[config.mk]
export PLATFORM = sky130hd
export DESIGN_NAME = ps2_keyboard_flat
export DESIGN_NICKNAME = d
export VERILOG_FILES = /design/src/rtl/ps2_keyboard_if.sv /design/src/rtl/ps2_keyboard.sv /design/src/flat_wrapper.sv
export SDC_FILE = /design/constraint.sdc
export NUM_CORES = 1
export LEC_CHECK = 0
export CORE_MARGIN = 2
export CORE_UTILIZATION = 43
export DETAILED_ROUTE_END_ITERATION = 8
export GPL_TIMING_DRIVEN = 0
export HOLD_SLACK_MARGIN = 0.1
export PLACE_DENSITY = 0.74
export SKIP_LAST_GASP = 1
export SYNTH_ARGS = -nofsm -noshare
export SYNTH_HDL_FRONTEND = slang
export SYNTH_SLANG_ARGS = --single-unit
[constraint.sdc]
create_clock -name clock -period 3.8 [get_ports clock]
set_clock_uncertainty 0.05 [all_clocks]
set_input_delay 0.76 -clock clock [delete_from_list [all_inputs] [get_ports clock]]
set_output_delay 0.76 -clock clock [all_outputs]
set_load 0.02 [all_outputs]
[src/rtl/ps2_keyboard_if.sv]
// CPU-side keyboard window: read strobe, decode hit and the returned status/data word.
interface ps2_keyboard_if;
    logic        sel;
    logic        rd;
    logic [31:0] dout;

    modport master (output sel, output rd, input dout);
    modport slave  (input sel, input rd, output dout);
endinterface

[src/rtl/ps2_keyboard.sv]
// PS/2 device-to-host receiver: pin synchroniser, frame deserialiser with timeout,
// and a scan-code FIFO popped by CPU loads from the keyboard window.
module ps2_keyboard #(
    parameter int unsigned DEPTH          = 8,
    parameter int unsigned TIMEOUT_CYCLES = 20000
) (
    input  logic           clock,
    input  logic           reset,
    input  logic           ps2_clk,
    input  logic           ps2_dat,
    ps2_keyboard_if.slave  bus
);
    localparam int unsigned AW = $clog2(DEPTH);
    localparam int unsigned TW = $clog2(TIMEOUT_CYCLES + 1);

    typedef enum logic {
        IDLE,
        SHIFT
    } rx_state_t;

    // Two-flop synchronisers (idle-high) plus edge register on the clock line
    logic clk_s1, clk_sync, clk_prev;
    logic dat_s1, dat_sync;
    logic fall;

    always_ff @(posedge clock or posedge reset) begin
        if (reset) begin
            clk_s1   <= 1'b1;
            clk_sync <= 1'b1;
            clk_prev <= 1'b1;
            dat_s1   <= 1'b1;
            dat_sync <= 1'b1;
        end else begin
            clk_s1   <= ps2_clk;
            clk_sync <= clk_s1;
            clk_prev <= clk_sync;
            dat_s1   <= ps2_dat;
            dat_sync <= dat_s1;
        end
    end

    assign fall = clk_prev & ~clk_sync;

    rx_state_t       state_q, state_d;
    logic [3:0]      bitcnt_q, bitcnt_d;
    logic [9:0]      shift_q, shift_d;
    logic [TW-1:0]   timeout_q, timeout_d;
    logic [9:0]      shifted;
    logic            push_c;
    logic            frame_err_set_c;

    always_ff @(posedge clock or posedge reset) begin
        if (reset) begin
            state_q   <= IDLE;
            bitcnt_q  <= 4'd0;
            shift_q   <= 10'd0;
            timeout_q <= TW'(0);
        end else begin
            state_q   <= state_d;
            bitcnt_q  <= bitcnt_d;
            shift_q   <= shift_d;
            timeout_q <= timeout_d;
        end
    end

    // Frame bits arrive LSB first; after ten shifts: [7:0] data, [8] parity, [9] stop
    always_comb begin
        state_d         = state_q;
        bitcnt_d        = bitcnt_q;
        shift_d         = shift_q;
        timeout_d       = timeout_q;
        push_c          = 1'b0;
        frame_err_set_c = 1'b0;
        shifted         = {dat_sync, shift_q[9:1]};

        case (state_q)
            IDLE: begin
                if (fall && !dat_sync) begin
                    state_d   = SHIFT;
                    bitcnt_d  = 4'd0;
                    timeout_d = TW'(0);
                end
            end
            SHIFT: begin
                if (fall) begin
                    shift_d   = shifted;
                    timeout_d = TW'(0);
                    if (bitcnt_q == 4'd9) begin
                        state_d  = IDLE;
                        bitcnt_d = 4'd0;
                        if (shifted[9] && (^shifted[8:0]))
                            push_c = 1'b1;
                        else
                            frame_err_set_c = 1'b1;
                    end else begin
                        bitcnt_d = bitcnt_q + 4'd1;
                    end
                end else if (timeout_q == TW'(TIMEOUT_CYCLES - 1)) begin
                    state_d         = IDLE;
                    bitcnt_d        = 4'd0;
                    timeout_d       = TW'(0);
                    shift_d         = 10'd0;
                    frame_err_set_c = 1'b1;
                end else begin
                    timeout_d = timeout_q + TW'(1);
                end
            end
            default: state_d = IDLE;
        endcase
    end

    // Scan-code FIFO with one extra pointer bit to tell full from empty
    logic [7:0]  mem [DEPTH];
    logic [AW:0] wr_ptr_q, rd_ptr_q;
    logic        empty, full;
    logic        rd_hit, pop, push_ok, ovf_set;
    logic        overflow_q, frame_err_q;

    assign empty   = (wr_ptr_q == rd_ptr_q);
    assign full    = (wr_ptr_q[AW] != rd_ptr_q[AW]) &&
                     (wr_ptr_q[AW-1:0] == rd_ptr_q[AW-1:0]);
    assign rd_hit  = bus.sel & bus.rd;
    assign pop     = rd_hit & ~empty;
    assign push_ok = push_c & (~full | pop);
    assign ovf_set = push_c & full & ~pop;

    always_ff @(posedge clock or posedge reset) begin
        if (reset) begin
            wr_ptr_q <= (AW + 1)'(0);
            rd_ptr_q <= (AW + 1)'(0);
            for (int i = 0; i < int'(DEPTH); i++) mem[i] <= 8'd0;
        end else begin
            if (push_ok) begin
                mem[wr_ptr_q[AW-1:0]] <= shifted[7:0];
                wr_ptr_q              <= wr_ptr_q + (AW + 1)'(1);
            end
            if (pop) rd_ptr_q <= rd_ptr_q + (AW + 1)'(1);
        end
    end

    // Sticky flags: a set event in the same cycle as a clearing read wins
    always_ff @(posedge clock or posedge reset) begin
        if (reset) begin
            overflow_q  <= 1'b0;
            frame_err_q <= 1'b0;
        end else begin
            if (ovf_set)     overflow_q <= 1'b1;
            else if (rd_hit) overflow_q <= 1'b0;
            if (frame_err_set_c) frame_err_q <= 1'b1;
            else if (rd_hit)     frame_err_q <= 1'b0;
        end
    end

    assign bus.dout = {21'd0, frame_err_q, overflow_q, ~empty,
                       empty ? 8'd0 : mem[rd_ptr_q[AW-1:0]]};

endmodule

[src/flat_wrapper.sv]
// flat-port wrapper written by rule: the top's interface ports become plain ports
module ps2_keyboard_flat 
#(
    parameter int unsigned DEPTH          = 8,
    parameter int unsigned TIMEOUT_CYCLES = 20000
)
  (clock, reset, ps2_clk, ps2_dat, bus_sel, bus_rd, bus_dout);
  ps2_keyboard_if bus_i ();
  input  logic clock;
  input  logic reset;
  input  logic ps2_clk;
  input  logic ps2_dat;
  input wire logic [$bits(bus_i.sel)-1:0] bus_sel;
  input wire logic [$bits(bus_i.rd)-1:0] bus_rd;
  output wire logic [$bits(bus_i.dout)-1:0] bus_dout;
  assign bus_i.sel = bus_sel;
  assign bus_i.rd = bus_rd;
  assign bus_dout = bus_i.dout;
  ps2_keyboard #(.DEPTH(DEPTH), .TIMEOUT_CYCLES(TIMEOUT_CYCLES)) u_core (.clock(clock), .reset(reset), .ps2_clk(ps2_clk), .ps2_dat(ps2_dat), .bus(bus_i));
endmodule
==> out/metrics.cfg, run 1 <==
[outcome]
status = finished clean

[layout]
syn_to_final_growth_pct = 14.39
drive_gt1_share_pct = 30.97
n_antenna_cell = 0
finalInstanceArea_mm2 = 0.006098
fillCellCount = 1021
final_util_pct = 50.56
num-nets-final = 471

[job]
maxCapViolCount = 0

[power_and_ir_drop]
ir_worst_vdd_uv = 278.0
power_mw = 3.426
p_leak_nw = 2.830
p_per_area_mw_per_mm2 = 561.7

[timing]
fin_crit_sh_pct = 93.45
fmax_mhz = 281.6
drv_slew = 0
final.min_clock_period_ns = 3.551
relSlewSlack_pct = 40.52
tightest_slew_ns = 0.8922
hold_viol = 0
setup_violations = 0
rsz0062_at_grt = false
fin_setup_tns_ns = 0

[drt]
drt-pass1-iter-count = 4
drt_iter0_drc = 196
ant_nets = 0
drc = 0
vias = 3245
routed_wl_mm = 10.05
drt-wirelength-per-cell_um = 15.87
vias_per_cell = 5.126

[die]
die-width_um = 115.4
rows = 40
start_util_pct = 44.20
fp.dieArea_mm2 = 0.01331
ios = 38
die_y_um = 115.4
core_mm2 = 0.01206

[yosys]
yosysWarningCount = 0
synth_seq_area_share_pct = 50.81
synth_seq_cells = 108
ys_top_cells_by_area = dfrtp_1 (48%), mux2_2 (14%), mux4_2 (6.8%)
synth_top_area_share_pct = 48.35
avgSynthCellArea_um2 = 12.94
synth_cell_types = 48
syn_area_mm2 = 0.005331
synthCells = 412
synth.largest_area_cell = dfrtp_1

[placed_design]
placed_area_mm2 = 0.005807
numPortBuffers = 16
dp_hpwl_mm = 6.704
gp_congestion = 0.7878

[clock_network]
numCtsBuffers = 9
clkTransAtPathRegs_ns = 0.07
clock_path_buffers = 2
cts_tree = yes
cts_sinks = 108
cts_htree_levels = 3
cts_hold_buf = 0
clockRootBuffer = clkbuf_16
insertion_delay_ns = 0.34

[global_route]
antenna_found_initial = 0
gr-total-overflow = 0
first_global_vias = 3223
grt_pass1_wl_mm = 16.60
grt_start_max_net_pins = 60
grt_usage_pct = 16.36

[setup_path]
crit_arrival_ns = 2.74
rrSetupSlack_ns = 0.97
path_max_fanout = 10
required_ns = 2.99
worstSetupPathType = reg2out
critPathLaunchType = register
rr_startpoint = u_core.rd_ptr_q[1]
crit-reg2reg-capture = u_core.mem[0]
endpoint_kind = primary output
startpoint = u_core.rd_ptr_q[0]
rr_worst_depth = 7
endpoint = bus_dout[5]

[worst_hold_path]
hp-class = reg2reg

## registers in the layout, indices dropped and copies added (netlist names), 4 cells and up
name              cells
u_core.bitcnt_q       4
u_core.mem           64
u_core.rd_ptr_q       4
u_core.shift_q        9
u_core.timeout_q     15
u_core.wr_ptr_q       4
## routing by layer
metal / vias to the layer above / track usage, % / share of wire, %
li1: 1537 / - / -
met1: 1638 / 22.08 / 45
met2: 59 / 26.86 / 50
met3: 11 / 2.319 / 3.3
met4: 0 / 6.426 / 1.5
met5: - / 0 / 0
## layout make-up
class                           instances  area [um^2]  share of cell area, %
Buffer                                 45        270.3                  4.432
Clock inverter                          4        35.03                 0.5745
Sequential cell                       108         2709                  44.42
Timing Repair Buffer                   17        187.7                  3.078
Inverter                                6        25.02                 0.4103
Clock buffer                           12        246.5                  4.042
Tap cell                              168        210.2                  3.447
Multi-Input combinational cell        273         2415                  39.60
## worst max-delay path, stage by stage (launching register included)
cell             delay, ns
dfrtp_1               0.36
buf_4                 0.27
buf_2                 0.40
mux4_2                0.56
mux2i_1               0.14
nor2_1                0.08
clkdlybuf4s50_1       0.58
## synthesized netlist by cell type (all sizes together)
library cell	instances
o31ai	2
nand3	12
dfrtp	103
nor4	7
conb	1
or4	1
or4b	1
nor2	20
a22o	9
and3	3
nor3b	5
nand3b	4
dfstp	5
xnor3	1
a21o	1
nor3	7
xor2	10
mux2	66
a21oi	5
nor2b	1
or2	1
or3	3
clkbuf	12
and2	4
nor4b	3
nand2b	1
o221ai	1
o22ai	1
a31oi	1
mux4	16
inv	6
nand2	16
mux2i	9
buf	33
a211oi	1
o21ai	12
nand4	8
xnor2	15
ha	5
## cells in the final DEF (no fill, tap or decap), drive strengths merged, types with 3 or more instances in the layout
master | synthesis | final
nand2 | 16 | 16
nor3 | 7 | 7
nand4 | 8 | 8
nand3 | 12 | 12
mux2i | 9 | 9
mux4 | 16 | 16
nor4 | 7 | 7
a22o | 9 | 9
clkbuf | 12 | 24
clkinv | 0 | 4
or3 | 3 | 3
dfrtp | 103 | 103
dfstp | 5 | 5
nand3b | 4 | 4
nor3b | 5 | 5
o21ai | 12 | 12
and2 | 4 | 4
inv | 6 | 6
nor2 | 20 | 20
ha | 5 | 5
and3 | 3 | 3
xnor2 | 15 | 15
conb | 1 | 21
xor2 | 10 | 10
buf | 33 | 34
mux2 | 66 | 66
clkdlybuf4s50 | 0 | 16
a21oi | 5 | 5
nor4b | 3 | 3
## how the worst min path moves through the flow
stage,from,end,slack [ns],depth (start not counted)
after floorplan,u_core.clk_s1,u_core.clk_sync,0.30,0
after global placement,u_core.dat_s1,u_core.dat_sync,0.30,0
after detailed placement,u_core.clk_s1,u_core.clk_sync,0.30,0
after CTS,u_core.clk_s1,u_core.clk_sync,0.31,0
after global routing,u_core.clk_s1,u_core.clk_sync,0.31,0
final,u_core.clk_s1,u_core.clk_sync,0.31,0
## what timing repair did
action                                  CTS  global route
gates resized for setup                   3             2
pin swaps                                 0             0
hold endpoints to repair                  0             0
endpoints found under the setup margin    8             2
buffers inserted                          0             0
## metrics by stage
step,hold slack (ns),setup slack (ns),cells
finish,0.3097,0.2489,633
CTS,0.3109,0.09882,633
global route,0.3147,0.09526,633
detailed placement,0.3013,0.1663,617
floorplan,0.2952,0.1527,432
global placement,0.2961,-1.245,616
## cells by family (layout without fill, tap and decap cells)
logic type	after synthesis	after routing	share of synthesized area, %
flops	108	108	50.81
simple gates	97	97	11.03
mux	91	91	22.39
buf+inv	51	84	5.468
compound gates	33	33	4.107
xor+xnor	26	26	4.952
fa+ha+maj	5	5	1.173
other cells	1	21	0.07034
## where the power goes
part,switching [mW],total [mW],internal [mW]
clock network,0.404,0.872,0.468
logic,0.755,1.20,0.447
registers,0.0917,1.35,1.26
total,1.25,3.43,2.17
Note: power is estimated with default switching activity, not from simulation.
==> run 2, diff against run 1 <==
--- a/config.mk
+++ b/config.mk
@@ -6,11 +6,11 @@
 export NUM_CORES = 1
 export LEC_CHECK = 0
 export CORE_MARGIN = 2
-export CORE_UTILIZATION = 43
+export CORE_UTILIZATION = 40
 export DETAILED_ROUTE_END_ITERATION = 8
 export GPL_TIMING_DRIVEN = 0
 export HOLD_SLACK_MARGIN = 0.1
-export PLACE_DENSITY = 0.74
+export PLACE_DENSITY = 0.7
 export SKIP_LAST_GASP = 1
 export SYNTH_ARGS = -nofsm -noshare
 export SYNTH_HDL_FRONTEND = slang
==> out/metrics.cfg, run 2 (synthesis gave the netlist of run 1 again) <==
[die]
die-width_um = 119.5  ; was 115.4 um
core_mm2 = 0.01314  ; was 0.01206 mm^2
start_util_pct = 40.58  ; was 44.20%
die_y_um = 119.5  ; was 115.4 um
fp.dieArea_mm2 = 0.01427  ; was 0.01331 mm^2
ios = 38  ; unchanged
rows = 42  ; was 40

[power_and_ir_drop]
p_per_area_mw_per_mm2 = 567.3  ; was 561.7 mW/mm^2
p_leak_nw = 2.827  ; was 2.830 nW
ir_worst_vdd_uv = 496.1  ; was 278.0 uV
power_mw = 3.463  ; was 3.426 mW

[worst_hold_path]
hp-class = reg2reg  ; unchanged

[layout]
n_antenna_cell = 0  ; unchanged
regMostFlops = u_core.mem  ; unchanged
reg.largest.list = u_core.mem: 64 flops, u_core.timeout_q: 15 flops, u_core.shift_q: 9 flops  ; unchanged
final_cell_mix = dfrtp_1 (103), mux2_2 (65), buf_4 (25)  ; unchanged
drive_gt1_share_pct = 30.74  ; was 30.97%
num-nets-final = 470  ; was 471
largest_register_ffs = 64  ; unchanged
layout.cells.most_common = dfrtp_1  ; unchanged
syn_to_final_growth_pct = 14.48  ; was 14.39%

[timing]
fin_setup_tns_ns = 0  ; unchanged
hold-worst-slack_ns = 0.3069  ; was 0.3097 ns
fin_crit_sh_pct = 93.47  ; was 93.45%
tightest_slew_ns = 0.8992  ; was 0.8922 ns
fmax_mhz = 281.5  ; was 281.6 MHz
rsz0062_at_grt = false  ; unchanged
final.min_clock_period_ns = 3.552  ; was 3.551 ns
relSlewSlack_pct = 40.05  ; was 40.52%
setup_violations = 0  ; unchanged
drv_slew = 0  ; unchanged
hold_viol = 0  ; unchanged

[clock_network]
cts_tree = yes  ; unchanged
cts_sinks = 108  ; unchanged
clockRootBuffer = clkbuf_16  ; unchanged
cts_htree_levels = 3  ; unchanged
clkTransAtPathRegs_ns = 0.07  ; about the same
insertion_delay_ns = 0.35  ; was 0.34 ns
clock_path_buffers = 2  ; unchanged
numCtsBuffers = 9  ; unchanged

[setup_path]
required_ns = 2.99  ; about the same
worstSetupPathType = reg2out  ; unchanged
endpoint_kind = primary output  ; unchanged
path_max_fanout = 10  ; unchanged
critPathLaunchType = register  ; unchanged
crit_arrival_ns = 2.74  ; about the same

[drt]
vias_per_cell = 5.201  ; was 5.126
vias = 3318  ; was 3245
drt_iter0_drc = 170  ; was 196
ant_nets = 0  ; unchanged
drt-pass1-iter-count = 4  ; unchanged
drt-wirelength-per-cell_um = 15.98  ; was 15.87 um
routed_wl_mm = 10.19  ; was 10.05 mm
drc = 0  ; unchanged

[global_route]
grt_usage_pct = 15.39  ; was 16.36%
grt_pass1_wl_mm = 16.96  ; was 16.60 mm
antenna_found_initial = 0  ; unchanged
grt_start_max_net_pins = 79  ; was 60
first_global_vias = 3262  ; was 3223
gr-total-overflow = 0  ; unchanged

[placed_design]
dp_hpwl_mm = 6.862  ; was 6.704 mm
numPortBuffers = 16  ; unchanged
gp_congestion = 0.7516  ; was 0.7878

[job]
maxCapViolCount = 0  ; unchanged

[outcome]
status = finished clean  ; unchanged

-- run 2: cell types whose count changed in the layout (fill, tap and decap cells not counted), sizes merged --
cell,before,now
buf,34,33
bufinv,0,1
clkbuf,24,22
clkinv,4,3
-- run 2: cell type report --
type	count	area, um^2
buffer	44	265.3
clock buffer	10	229.0
clock inverter	4	52.55
fill	1199	7034
inverter	6	25.02
multi-input combinational	273	2415
sequential	108	2709
tap	176	220.2
timing repair buffer	17	187.7
-- run 2: critical path, stage by stage, from the launching register on --
cell and delay, ns:
dfrtp_1 0.35, buf_4 0.23, clkbuf_1 0.60, mux4_2 0.41, mux2i_1 0.15, nor2_1 0.07
clkdlybuf4s50_1 0.57
-- run 2: timing repair --
action	CTS	global route
endpoints found under the setup margin	9	3
resized for setup	3	0
hold buffers	0	0
buffers inserted	0	0
-- run 2: report_power, final --
| part | internal (mW) | total [mW] | switching [mW] |
|---|---|---|---|
| logic | 0.443 | 1.21 | 0.765 |
| registers | 1.26 | 1.35 | 0.0886 |
| clock network | 0.505 | 0.906 | 0.401 |
-- run 2: worst paths after layout --
check,depth (start not counted),start,slack [ns],endpoint
worst min-delay path,0,u_core.clk_s1,0.31,u_core.clk_sync
max in group asynchronous,3,reset,2.29,u_core.rd_ptr_q[2]
worst min register to register,0,u_core.clk_s1,0.31,u_core.clk_sync
worst max register to register,7,u_core.rd_ptr_q[0],0.89,u_core.mem[1]
worst max-delay path,6,u_core.rd_ptr_q[1],0.25,bus_dout[1]
min in group asynchronous,2,reset,0.72,u_core.timeout_q[4]
-- run 2: per-layer routing --
layer	vias to the layer above	routed length [um]	GRT usage [%]	part of all wire (%)
met2	64	4859	24.07	48
met1	1709	4756	21.19	47
met4	0	210	5.515	2.1
met3	17	368	3.352	3.6
li1	1528	-	-	-
met5	-	0	0	0
-- run 2: stage by stage --
step	util (%)	setup slack, ns	cell area [um^2]	std cells
detailed placement	44.28	0.1820	5817	625
finish	46.46	0.2481	6103	638
CTS	46.54	0.09143	6115	639
floorplan	-	0.1527	5406	432
global route	46.46	0.04192	6103	638
global placement	44.05	-1.256	5787	624
==> run 3, diff against run 2 <==
--- a/config.mk
+++ b/config.mk
@@ -5,6 +5,7 @@
 export SDC_FILE = /design/constraint.sdc
 export NUM_CORES = 1
 export LEC_CHECK = 0
+export ABC_AREA = 1
 export CORE_MARGIN = 2
 export CORE_UTILIZATION = 40
 export DETAILED_ROUTE_END_ITERATION = 8
==> out/metrics.cfg, run 3 <==
[job]
maxCapViolCount = 0  ; unchanged

[yosys]
yosysMostFrequentCell = nand2_1  ; was dfrtp_1
avgSynthCellArea_um2 = 8.135  ; was 12.94 um^2
ys_top_cells_by_area = dfrtp_1 (43%), o21bai_1 (8.2%), nand3_1 (7.7%)  ; was dfrtp_1 (48%), mux2_2 (14%), mux4_2 (6.8%)
async_flop_share_pct = 100.0  ; unchanged
synth_cell_types = 34  ; was 48
synth_seq_area_share_pct = 45.30  ; was 50.81%
synth_commonest_cells = nand2_1 (120), inv_1 (108), dfrtp_1 (103), nand3_1 (92), o21bai_1 (65)  ; was dfrtp_1 (103), mux2_2 (65), buf_4 (25), nor2_1 (20)
synth.largest_area_cell = dfrtp_1  ; unchanged
yosysWarningCount = 0  ; unchanged
synth_top_area_share_pct = 43.11  ; was 48.35%
synth_ff_type = dfrtp_1  ; unchanged
synth-edff-count = 0  ; unchanged
synth_seq_cells = 108  ; unchanged
synthCells = 735  ; was 412
syn_area_mm2 = 0.005979  ; was 0.005331 mm^2

[worst_hold_path]
min_path_cells = 0  ; unchanged
hold_end = u_core.dat_sync  ; was u_core.clk_sync
min-delay-start = u_core.dat_s1  ; was u_core.clk_s1
hp-class = reg2reg  ; unchanged

[setup_path]
required_ns = 2.99  ; about the same
rr_startpoint = u_core.clk_prev  ; was u_core.rd_ptr_q[0]
endpoint_kind = primary output  ; unchanged
crit_arrival_ns = 2.85  ; was 2.74 ns
rr_worst_depth = 8  ; was 7
startpoint = u_core.rd_ptr_q[1]  ; unchanged
critPathLaunchType = register  ; unchanged
crit-reg2reg-capture = u_core.mem[12]  ; was u_core.mem[1]
worstSetupPathType = reg2out  ; unchanged
rrSetupSlack_ns = 1.58  ; was 0.89 ns
path_max_fanout = 10  ; unchanged

[global_route]
grt_start_max_net_pins = 68  ; was 79
grt_usage_pct = 18.99  ; was 15.39%
gr-total-overflow = 0  ; unchanged
antenna_found_initial = 0  ; unchanged
grt_pass1_wl_mm = 23.90  ; was 16.96 mm
first_global_vias = 4589  ; was 3262

[drt]
drt-wirelength-per-cell_um = 14.87  ; was 15.98 um
ant_nets = 0  ; unchanged
drc = 0  ; unchanged
drt-pass1-iter-count = 5  ; was 4
drt_iter0_drc = 514  ; was 170
vias_per_cell = 5.158  ; was 5.201
routed_wl_mm = 14.44  ; was 10.19 mm
vias = 5008  ; was 3318

[layout]
layout.cells.most_common = nand2_1  ; was dfrtp_1
drive_gt1_share_pct = 10.17  ; was 30.74%
largest_register_ffs = 64  ; unchanged
final_cell_mix = nand2_1 (120), inv_1 (107), dfrtp_1 (103)  ; was dfrtp_1 (103), mux2_2 (65), buf_4 (25)
num-nets-final = 794  ; was 470
syn_to_final_growth_pct = 12.76  ; was 14.48%
n_antenna_cell = 0  ; unchanged
reg.largest.list = u_core.mem: 64 flops, u_core.timeout_q: 15 flops, u_core.shift_q: 9 flops  ; unchanged
stdcell_count = 971  ; was 638
finalInstanceArea_mm2 = 0.006743  ; was 0.006103 mm^2
regMostFlops = u_core.mem  ; unchanged

[die]
core_mm2 = 0.01459  ; was 0.01314 mm^2
fp.dieArea_mm2 = 0.01594  ; was 0.01427 mm^2
die-width_um = 126.3  ; was 119.5 um
ios = 38  ; unchanged
die_y_um = 126.3  ; was 119.5 um
start_util_pct = 40.99  ; was 40.58%
rows = 44  ; was 42

[clock_network]
post_cts_buffers = 0  ; unchanged
insertion_delay_ns = 0.36  ; was 0.35 ns
clockRootBuffer = clkbuf_16  ; unchanged
cts_resized = 0  ; was 3
clkTransAtPathRegs_ns = 0.07  ; about the same
clock_path_buffers = 2  ; unchanged
cts_hold_buf = 0  ; unchanged
cts_htree_levels = 3  ; unchanged
cts_tree = yes  ; unchanged
cts_sinks = 108  ; unchanged
numCtsBuffers = 9  ; unchanged

[power_and_ir_drop]
ir_worst_vdd_uv = 260.5  ; was 496.1 uV
p_per_area_mw_per_mm2 = 543.5  ; was 567.3 mW/mm^2
p_leak_nw = 3.125  ; was 2.827 nW

[placed_design]
numPortBuffers = 16  ; unchanged
placed_area_mm2 = 0.006475  ; was 0.005817 mm^2
dp_cells = 956  ; was 625
dp_hpwl_mm = 9.840  ; was 6.862 mm
gp_congestion = 0.8917  ; was 0.7516

[timing]
fin_crit_sh_pct = 96.35  ; was 93.47%
hold_viol = 0  ; unchanged
hold-worst-slack_ns = 0.3073  ; was 0.3069 ns
final.min_clock_period_ns = 3.661  ; was 3.552 ns
setup_violations = 0  ; unchanged
drv_slew = 0  ; unchanged
relSlewSlack_pct = 54.84  ; was 40.05%
rsz0062_at_grt = false  ; unchanged
tightest_slew_ns = 0.6748  ; was 0.8992 ns
fmax_mhz = 273.1  ; was 281.5 MHz

[outcome]
status = finished clean  ; unchanged

run 3: changes by cell type in the layout (fill, tap and decap cells not counted), moves of 9 or more:
cell	change
nand2_1	+104
inv_1	+102
nand3_1	+81
mux2_2	-65
o21bai_1	+65
a21oi_1	+35
o21ai_0	+31
mux4_2	-16
o22ai_1	+11
a31oi_1	+10
mux2i_1	-9
run 3: routing by layer:
| metal | up-vias | global-route usage [%] | part of all wire (%) |
|---|---|---|---|
| met3 | 24 | 3.993 | 6.3 |
| li1 | 2452 | - | - |
| met5 | - | 0 | 0 |
| met1 | 2371 | 27.87 | 46 |
| met4 | 0 | 6.658 | 2.5 |
| met2 | 161 | 27.83 | 45 |
run 3: area by class of cell:
class	count	area, um^2
clock inverters	5	28.78
flip-flops and latches	108	2709
inverters	115	434.2
clock buffers	10	239.0
well taps	184	230.2
fillers	1430	7846
repair buffers	17	187.7
plain buffers	65	406.6
multi-input cells	467	2507
run 3: how the worst max path moves through the flow:
stage | slack [ns] | end | cells past startpoint
3_3_place_gp | -1.56 | u_core.mem[49] | 2
4_1_cts | 0.18 | bus_dout[6] | 9
2_1_floorplan | 0.15 | u_core.bitcnt_q[0] | 1
5_1_grt | 0.09 | bus_dout[6] | 9
3_5_place_dp | 0.56 | bus_dout[6] | 9
6_report | 0.14 | bus_dout[6] | 9
run 3: kinds of logic (layout without fill, tap and decap cells):
logic type | count (synthesis) | count (layout) | synth area share (%)
AO/OA/AOI/OAI | 174 | 174 | 18.00
XOR/XNOR | 17 | 17 | 2.490
adder cells (fa/ha/maj) | 5 | 5 | 1.046
buffers and inverters | 180 | 212 | 14.02
flip-flops | 108 | 108 | 45.30
other | 1 | 21 | 0.06271
AND/OR/NAND/NOR | 250 | 250 | 19.08
run 3: critical path, stage by stage (launching register included):
cell and delay (ns):
dfrtp_1 0.34, buf_2 0.23, clkinv_1 0.27, clkbuf_1 0.33, a21oi_1 0.18, o21ai_0 0.10, nand3_1 0.10, nand2_1 0.10
a31oi_1 0.21, clkdlybuf4s50_1 0.64
run 3: metrics by stage:
step | utilization, % | setup TNS [ns] | worst slack [ns] | total power, mW
after floorplan | - | 0 | 0.1527 | 2.305
after CTS | 46.22 | 0 | 0.1788 | 3.663
final | 46.22 | 0 | 0.1387 | 3.665
after global routing | 46.22 | 0 | 0.08600 | 3.876
after global placement | 44.18 | -162.59 | -1.563 | 2.758
after detailed placement | 44.38 | 0 | 0.5612 | 2.781
run 3: where the power goes:
part / switching, mW / total, mW / internal (mW)
logic: 0.970 / 1.45 / 0.482
registers: 0.0759 / 1.33 / 1.25
clock network: 0.429 / 0.885 / 0.456
